**src/rtl/ram_arbiter.sv**
```systemverilog
// Two-port arbiter sharing one synchronous RAM between a CPU and a video fetcher.
// Optional contention counter enabled by defining ARB_CONTENTION_CNT_EN.
module ram_arbiter #(
  parameter logic [15:0] RAM_TOP = 16'hB000
) (
  input  logic        phi,
  input  logic        rst,
  input  logic        cpu_req,
  input  logic        cpu_we,
  input  logic [15:0] cpu_adr,
  input  logic [7:0]  cpu_dbo,
  output logic [7:0]  cpu_dbi,
  output logic        cpu_ack,
  input  logic        vid_req,
  input  logic [15:0] vid_adr,
  output logic [7:0]  vid_dbi,
  output logic        vid_ack,
  output logic [15:0] ram_adr,
  output logic        ram_we,
  output logic [7:0]  ram_dbi,
  input  logic [7:0]  ram_dbo
`ifdef ARB_CONTENTION_CNT_EN
  ,
  output logic [15:0] contention_cnt
`endif
);

  localparam logic [1:0] StIdle = 2'd0;
  localparam logic [1:0] StAcc  = 2'd1;
  localparam logic [1:0] StCap  = 2'd2;
  localparam logic [1:0] StDone = 2'd3;

  logic [1:0]  state_q;
  logic        gnt_vid_q;
  logic        last_vid_q;  // set when video won the last grant
  logic        cpu_oor_q;   // granted CPU access lies outside RAM
  logic [7:0]  cpu_dbi_q, vid_dbi_q, ram_dbi_q;
  logic        cpu_ack_q, vid_ack_q, ram_we_q;
  logic [15:0] ram_adr_q;
  logic        pick_vid;
  logic        cpu_in_range;

  always_comb begin
    cpu_in_range = cpu_adr < RAM_TOP;
    // Video wins when alone, or on contention when the CPU won last time.
    pick_vid     = vid_req & (~cpu_req | ~last_vid_q);
  end

  always_ff @(posedge phi) begin
    if (rst) begin
      state_q    <= StIdle;
      gnt_vid_q  <= 1'b0;
      last_vid_q <= 1'b1;
      cpu_oor_q  <= 1'b0;
      cpu_dbi_q  <= 8'h00;
      vid_dbi_q  <= 8'h00;
      ram_dbi_q  <= 8'h00;
      cpu_ack_q  <= 1'b0;
      vid_ack_q  <= 1'b0;
      ram_we_q   <= 1'b0;
      ram_adr_q  <= 16'h0000;
    end else begin
      cpu_ack_q <= 1'b0;
      vid_ack_q <= 1'b0;
      ram_we_q  <= 1'b0;
      case (state_q)
        StIdle: begin
          if (cpu_req || vid_req) begin
            gnt_vid_q  <= pick_vid;
            last_vid_q <= pick_vid;
            state_q    <= StAcc;
            if (pick_vid) begin
              ram_adr_q <= vid_adr;
            end else begin
              ram_adr_q <= cpu_adr;
              ram_dbi_q <= cpu_dbo;
              ram_we_q  <= cpu_we & cpu_in_range;
              cpu_oor_q <= ~cpu_in_range;
            end
          end
        end
        StAcc: state_q <= StCap;
        StCap: begin
          if (gnt_vid_q) begin
            vid_dbi_q <= ram_dbo;
            vid_ack_q <= 1'b1;
          end else begin
            cpu_dbi_q <= cpu_oor_q ? 8'h00 : ram_dbo;
            cpu_ack_q <= 1'b1;
          end
          state_q <= StDone;
        end
        default: state_q <= StIdle;
      endcase
    end
  end

`ifdef ARB_CONTENTION_CNT_EN
  logic [15:0] cnt_q;

  always_ff @(posedge phi) begin
    if (rst) begin
      cnt_q <= 16'h0000;
    end else if (state_q == StIdle && cpu_req && vid_req && cnt_q != 16'hFFFF) begin
      cnt_q <= cnt_q + 16'h0001;
    end
  end

  assign contention_cnt = cnt_q;
`endif

  assign cpu_dbi = cpu_dbi_q;
  assign vid_dbi = vid_dbi_q;
  assign cpu_ack = cpu_ack_q;
  assign vid_ack = vid_ack_q;
  assign ram_adr = ram_adr_q;
  assign ram_we  = ram_we_q;
  assign ram_dbi = ram_dbi_q;

endmodule
```
**config.mk**
```make
export PLATFORM = sky130hd
export DESIGN_NAME = ram_arbiter
export DESIGN_NICKNAME = d
export VERILOG_FILES = /design/src/rtl/ram_arbiter.sv
export SDC_FILE = /design/constraint.sdc
export NUM_CORES = 1
export LEC_CHECK = 0
export ABC_AREA = 1
export BUFFER_PORTS_ARGS = -buffer_cell sky130_fd_sc_hd__buf_2
export CAP_MARGIN = 25
export CORE_MARGIN = 5
export CORE_UTILIZATION = 46
export DETAILED_ROUTE_END_ITERATION = 10
export GPL_TIMING_DRIVEN = 0
export PLACE_DENSITY = 0.91
export SETUP_SLACK_MARGIN = 0.05
export SLEW_MARGIN = 20
export SYNTH_ARGS = -nofsm -noshare
export SYNTH_HDL_FRONTEND = slang
export SYNTH_SLANG_ARGS = --single-unit
```
**constraint.sdc**
```tcl
create_clock -name phi -period 1.8 [get_ports phi]
set_input_delay 0.36 -clock phi [delete_from_list [all_inputs] [get_ports phi]]
set_output_delay 0.36 -clock phi [all_outputs]
set_load 0.01 [all_outputs]
```
# Word-level counts from Yosys, hierarchy flattened
# Cells that the tools add are included.
[word_totals]
inputBits = 53
output_inout_bits = 43
romBits = 0
ram_bits = 0
latchBits = 0
memories = 0
elab_cells = 40
ff_bits = 48
[classes]
muxes = 6
n_mul = 0
shift = 0
magnitude_cmp = 1
n_eq_ne = 3
n_reduce_logical = 8
n_addsub = 0
div_mod_pow = 0
bitwise = 11
[ops]
columns = ["cell", "count"]
rows = [
  ["less-than comparator 16 bit (second input constant)", 1],
  ["2-to-1 mux 16 bit", 1],
  ["2-to-1 mux 8 bit", 1],
  ["inverter 1 bit", 8],
  ["one-hot mux 2 bit (3 select lines)", 1],
  ["AND reduction 2 bit", 3],
  ["OR reduction 4 bit", 1],
  ["AND reduction 3 bit", 1],
  ["bitwise AND 1 bit", 2],
  ["equality test 2 x 1 -> 1 bit (second input constant)", 1],
  ["equality test 2 bit (second input constant)", 1],
  ["zero test 2 bit", 1],
  ["2-to-1 mux 1 bit", 2],
  ["2-to-1 mux 2 bit", 1],
  ["!= test 2 bit (second input constant)", 1],
  ["OR reduction 2 bit", 1],
  ["logical OR 1 bit", 1],
  ["OR 1 bit", 1],
]

# Longest topological paths before layout
[logic_depth]
depth_word = 5
mapped_depth = 8
mapped_depth_nobuf = 8

# Worst setup path after synthesis
# No wires, ideal clock.
[synth_timing]
kind = "register -> register"
start = "register state_q[0]"
end = "register ram_adr_q[13], in the netlist ram_adr[13]"
synth_period_minus_slack_ns = 1.294
stages_incl_launch_ff = 9
setup_time_ns = 0.131
setup_slack_ns = 0.506
t_arrival_ns = 1.163
cell_sequence = "dfxtp_1 > inv_1 > ha_1 > inv_2 > nor2_8 > inv_6 > buf_6 > nand2_1 > a21oi_2"
[synth_via]
elab_chain_len = 2
[synth_lines]
columns = ["element", "line", "text"]
rows = [
  ["start, declared", "33", "logic [1:0] state_q;"],
  ["start signal, assigned", "51", "state_q <= StIdle;"],
  ["start signal, assigned", "71", "state_q <= StAcc;"],
  ["start signal, assigned", "82", "StAcc: state_q <= StCap;"],
  ["zero test 2 bit", "66", "case (state_q)"],
  ["AND reduction 2 bit (no line)", "n/a", ""],
  ["end signal, assigned", "73", "ram_adr_q <= vid_adr;"],
  ["end signal, assigned", "75", "ram_adr_q <= cpu_adr;"],
  ["end, declared", "39", "logic [15:0] ram_adr_q;"],
]
# Every way passes these cells.
# A chain may end at the register's enable or synchronous reset.

# Final worst setup path
[layout_timing]
start = "register state_q[0]"
end = "register ram_dbi_q[6], in the netlist ram_dbi[6]"
[layout_via]
elab_chain_len = 2
[layout_lines]
columns = ["element", "line", "text"]
rows = [
  ["zero test 2 bit", "66", ""],
  ["AND reduction 3 bit (no line)", "n/a", ""],
  ["end signal, assigned", "76", "ram_dbi_q <= cpu_dbo;"],
  ["end, declared", "37", "logic [7:0] cpu_dbi_q, vid_dbi_q, ram_dbi_q;"],
]
# Every way passes these cells.

==> flow_summary.yaml <==
floorplan:
  core-area_um2: 4324
  io_pins: 96
  initial_core_util_pct: 46.96
  dieArea_um2: 5843
  die_x_um: 76.44
  std_cell_rows: 24
  fp.dieH_um: 76.44
sta:
  hold_viol_final: 0
  clock_skew_ns: 0.008021
  period_minus_slack_ns: 1.481
  grt_setup_unrepaired: "false"
  worstMarginPinSlew_ns: 0.4416
  min_period_over_period_pct: 82.28
  timing.fmax_ghz: 0.6752
  slew_violations: 0
  fin_setup_tns_ns: 0
  relSlewSlack_pct: 70.56
  setup_violations: 0
placement:
  port_buffers: 93
  place_congestion: 0.7910
  place_area_um2: 2561
  hpwl_um: 3932
yosys:
  netlist_area_um2: 2031
  ys_seq_area_share_pct: 47.32
  synthesis.nets: 329
  yosys.area.top_type: "dfxtp_1"
  synth_top_family_by_area: "simple AND/OR/NAND/NOR gates"
  netlist.area_leader.share_pct: 47.32
  synth_seq_cells: 48
  yosys_warnings: 0
  synthXorXnorAreaFrac_pct: 0
  syn-instance-count: 273
  synth-compound-area-share_pct: 11.40
  yosys.area_share.simple_pct: 32.59
  synth.mux.area_fraction_pct: 0
  synth_cell_type_count: 22
  synth_area_leaders: "dfxtp_1, nand2_1, nor2_1"
  synthAdderAreaFrac_pct: 1.848
  avgSynthCellArea_um2: 7.438
power:
  swShare_pct: 37.27
  p_leak_nw: 1.391
  switching_power_mw: 1.357
  vdd_drop_max_v: 0.0007114
  power_frac_seq_pct: 40.1
  power.share.clock_pct: 20.9
  pwr_density_cell_nw_per_um2: 1364
  p_comb_share_pct: 39.1
  intPower_mw: 2.284
clock_tree:
  clockBufferDepth: 2
  cts_hold_buf: 0
  cts_resized: 0
  h-tree-depth: 2
  postCtsSetupBuffers: 0
  cts_tree: "built"
  cts.reportedPaths.clkPinSlew_ns: 0.09
  worstSkewPairLatency_ns: 0.30
  cts_root_buf: "clkbuf_8"
  cts.sinks: 48
  cts_made_buffers: 5
routing:
  dr.pass1.iters: 4
  viasPerCell: 4.862
  drtIter0Drc: 122
  vias: 2071
  avgRoutedWirePerCell_um: 12.18
  drc: 0
  ant_nets: 0
  wirelength_um: 5187
layout:
  finalInstanceArea_um2: 2669
  multi_input_area_um2: 930.9
  fin_util_pct: 61.72
  num_antenna_cells: 0
  regArea_um2: 960.9
  nNetsFinal: 429
  area_delta_synth_final_pct: 31.42
  nFillCells: 421
  drive_gt1_share_pct: 31.55
worst_setup_path:
  crit_slowest_cell: "dfxtp_1"
  required_ns: 1.99
  critical_path_class: "reg2reg"
  cp-end-kind: "flip-flop"
  crit_family: "simple AND/OR/NAND/NOR gates"
  path_max_fanout: 10
  worstPathArrival_ns: 1.67
  crit_buf_inv: 2
  crit_chain: "inv_1 -> ha_1 -> inv_2 -> nor2_8 -> nand2_4 -> o21ai_0 -> nor2_1"
  cpPeakStageDelay_ns: 0.34
  crit_path_start_kind: "flip-flop"
grt:
  grt_pass1_vias: 1941
  top_usage_layer: "met2"
  grt_use_met3_pct: 6.383
  grt_overflow: 0
  grt.total_usage_pct: 17.70
  use_met1_pct: 20.42
  grt_max_degree: 15
  antenna_found_initial: 0
  grt_first_pass_wirelength_um: 8611
  grtUsageMet2_pct: 29.54
job:
  maxCapViolations: 0
outcome:
  run_status: "completed"
worst_hold_path:
  hp-class: "in2reg"
path summary, 6_finish.rpt:
kind         cells past startpoint        from  slack, ns         end
min reg2reg                      2  ram_adr[2]       0.46  ram_adr[2]
max                              7  state_q[0]       0.32  ram_dbi[6]
min                              3      cpu_we       0.29      ram_we
max reg2reg                      7  state_q[0]       0.32  ram_dbi[6]
cell usage in the layout, fill, tap and decap left out:
cell,count
inv_6,1
clkbuf_8,5
dfxtp_1,48
a211oi_1,1
nand2_1,83
buf_6,4
nand3_1,26
clkinv_4,1
nand2_4,2
buf_2,97
buf_4,1
inv_2,1
bufinv_16,1
a21oi_1,17
ha_1,3
a21oi_2,1
o21ai_0,26
buf_1,1
nor2_4,1
clkbuf_1,2
nor2_1,39
inv_1,10
clkinv_2,1
nand2_8,1
nor2_8,1
area by class of cell:
class / count / area share, %
Sequential cell: 48 / 36.01
Multi-Input combinational cell: 201 / 34.88
Timing Repair Buffer: 93 / 17.44
Buffer: 11 / 3.000
Clock buffer: 6 / 2.719
Tap cell: 52 / 2.438
Inverter: 13 / 2.203
Clock inverter: 2 / 1.313
registers in the layout, indices dropped and copies added (netlist names):
| register | count |
|---|---|
| cpu_ack | 1 |
| cpu_dbi | 8 |
| cpu_oor_q | 1 |
| gnt_vid_q | 1 |
| last_vid_q | 1 |
| ram_adr | 16 |
| ram_dbi | 8 |
| ram_we | 1 |
| state_q | 2 |
| vid_ack | 1 |
| vid_dbi | 8 |
worst register-to-register path, cell delays in order (launching register included):
cell and delay, ns:
dfxtp_1 0.34, inv_1 0.09, ha_1 0.25, inv_2 0.09, nor2_8 0.23, nand2_4 0.13
o21ai_0 0.19, nor2_1 0.06
kinds of logic (layout without fill, tap and decap cells):
kind of cell | count (synthesis) | after routing
simple gates | 153 | 153
buf+inv | 24 | 125
flops | 48 | 48
compound gates | 45 | 45
fa+ha+maj | 3 | 3
power by group through the flow:
stage | clock (mW) | combinational (mW) | sequential [mW]
after global routing | 0.824 | 1.60 | 1.49
final | 0.760 | 1.42 | 1.46
after global placement | 0 | 1.40 | 1.47
after floorplan | 0 | 0.860 | 1.58
after CTS | 0.777 | 1.45 | 1.46
after detailed placement | 0 | 1.44 | 1.48
routing by layer:
layer  vias to the layer above  wire, um
met2                        62      2499
met1                       921      2181
met3                        10       400
met5                         -         0
met4                         0       105
li1                       1078         -
metrics by stage:
step | worst slack, ns | hold WS, ns | std cells | total power [mW]
floorplan | 0.5064 | 0.4527 | 273 | 2.436
global placement | 0.3739 | 0.4481 | 418 | 2.869
detailed placement | 0.3274 | 0.4506 | 418 | 2.926
CTS | 0.2924 | 0.2843 | 426 | 3.687
global route | 0.1772 | 0.2775 | 426 | 3.912
finish | 0.3190 | 0.2915 | 426 | 3.640
cell usage after synthesis, drive strengths merged:
master	instances
ha	3
a211oi	1
clkinv	1
dfxtp	48
nand2	86
nand3	26
clkbuf	1
nor2	41
inv	12
a21oi	18
o21ai	26
buf	10
Power figures use the tool's default switching activity.
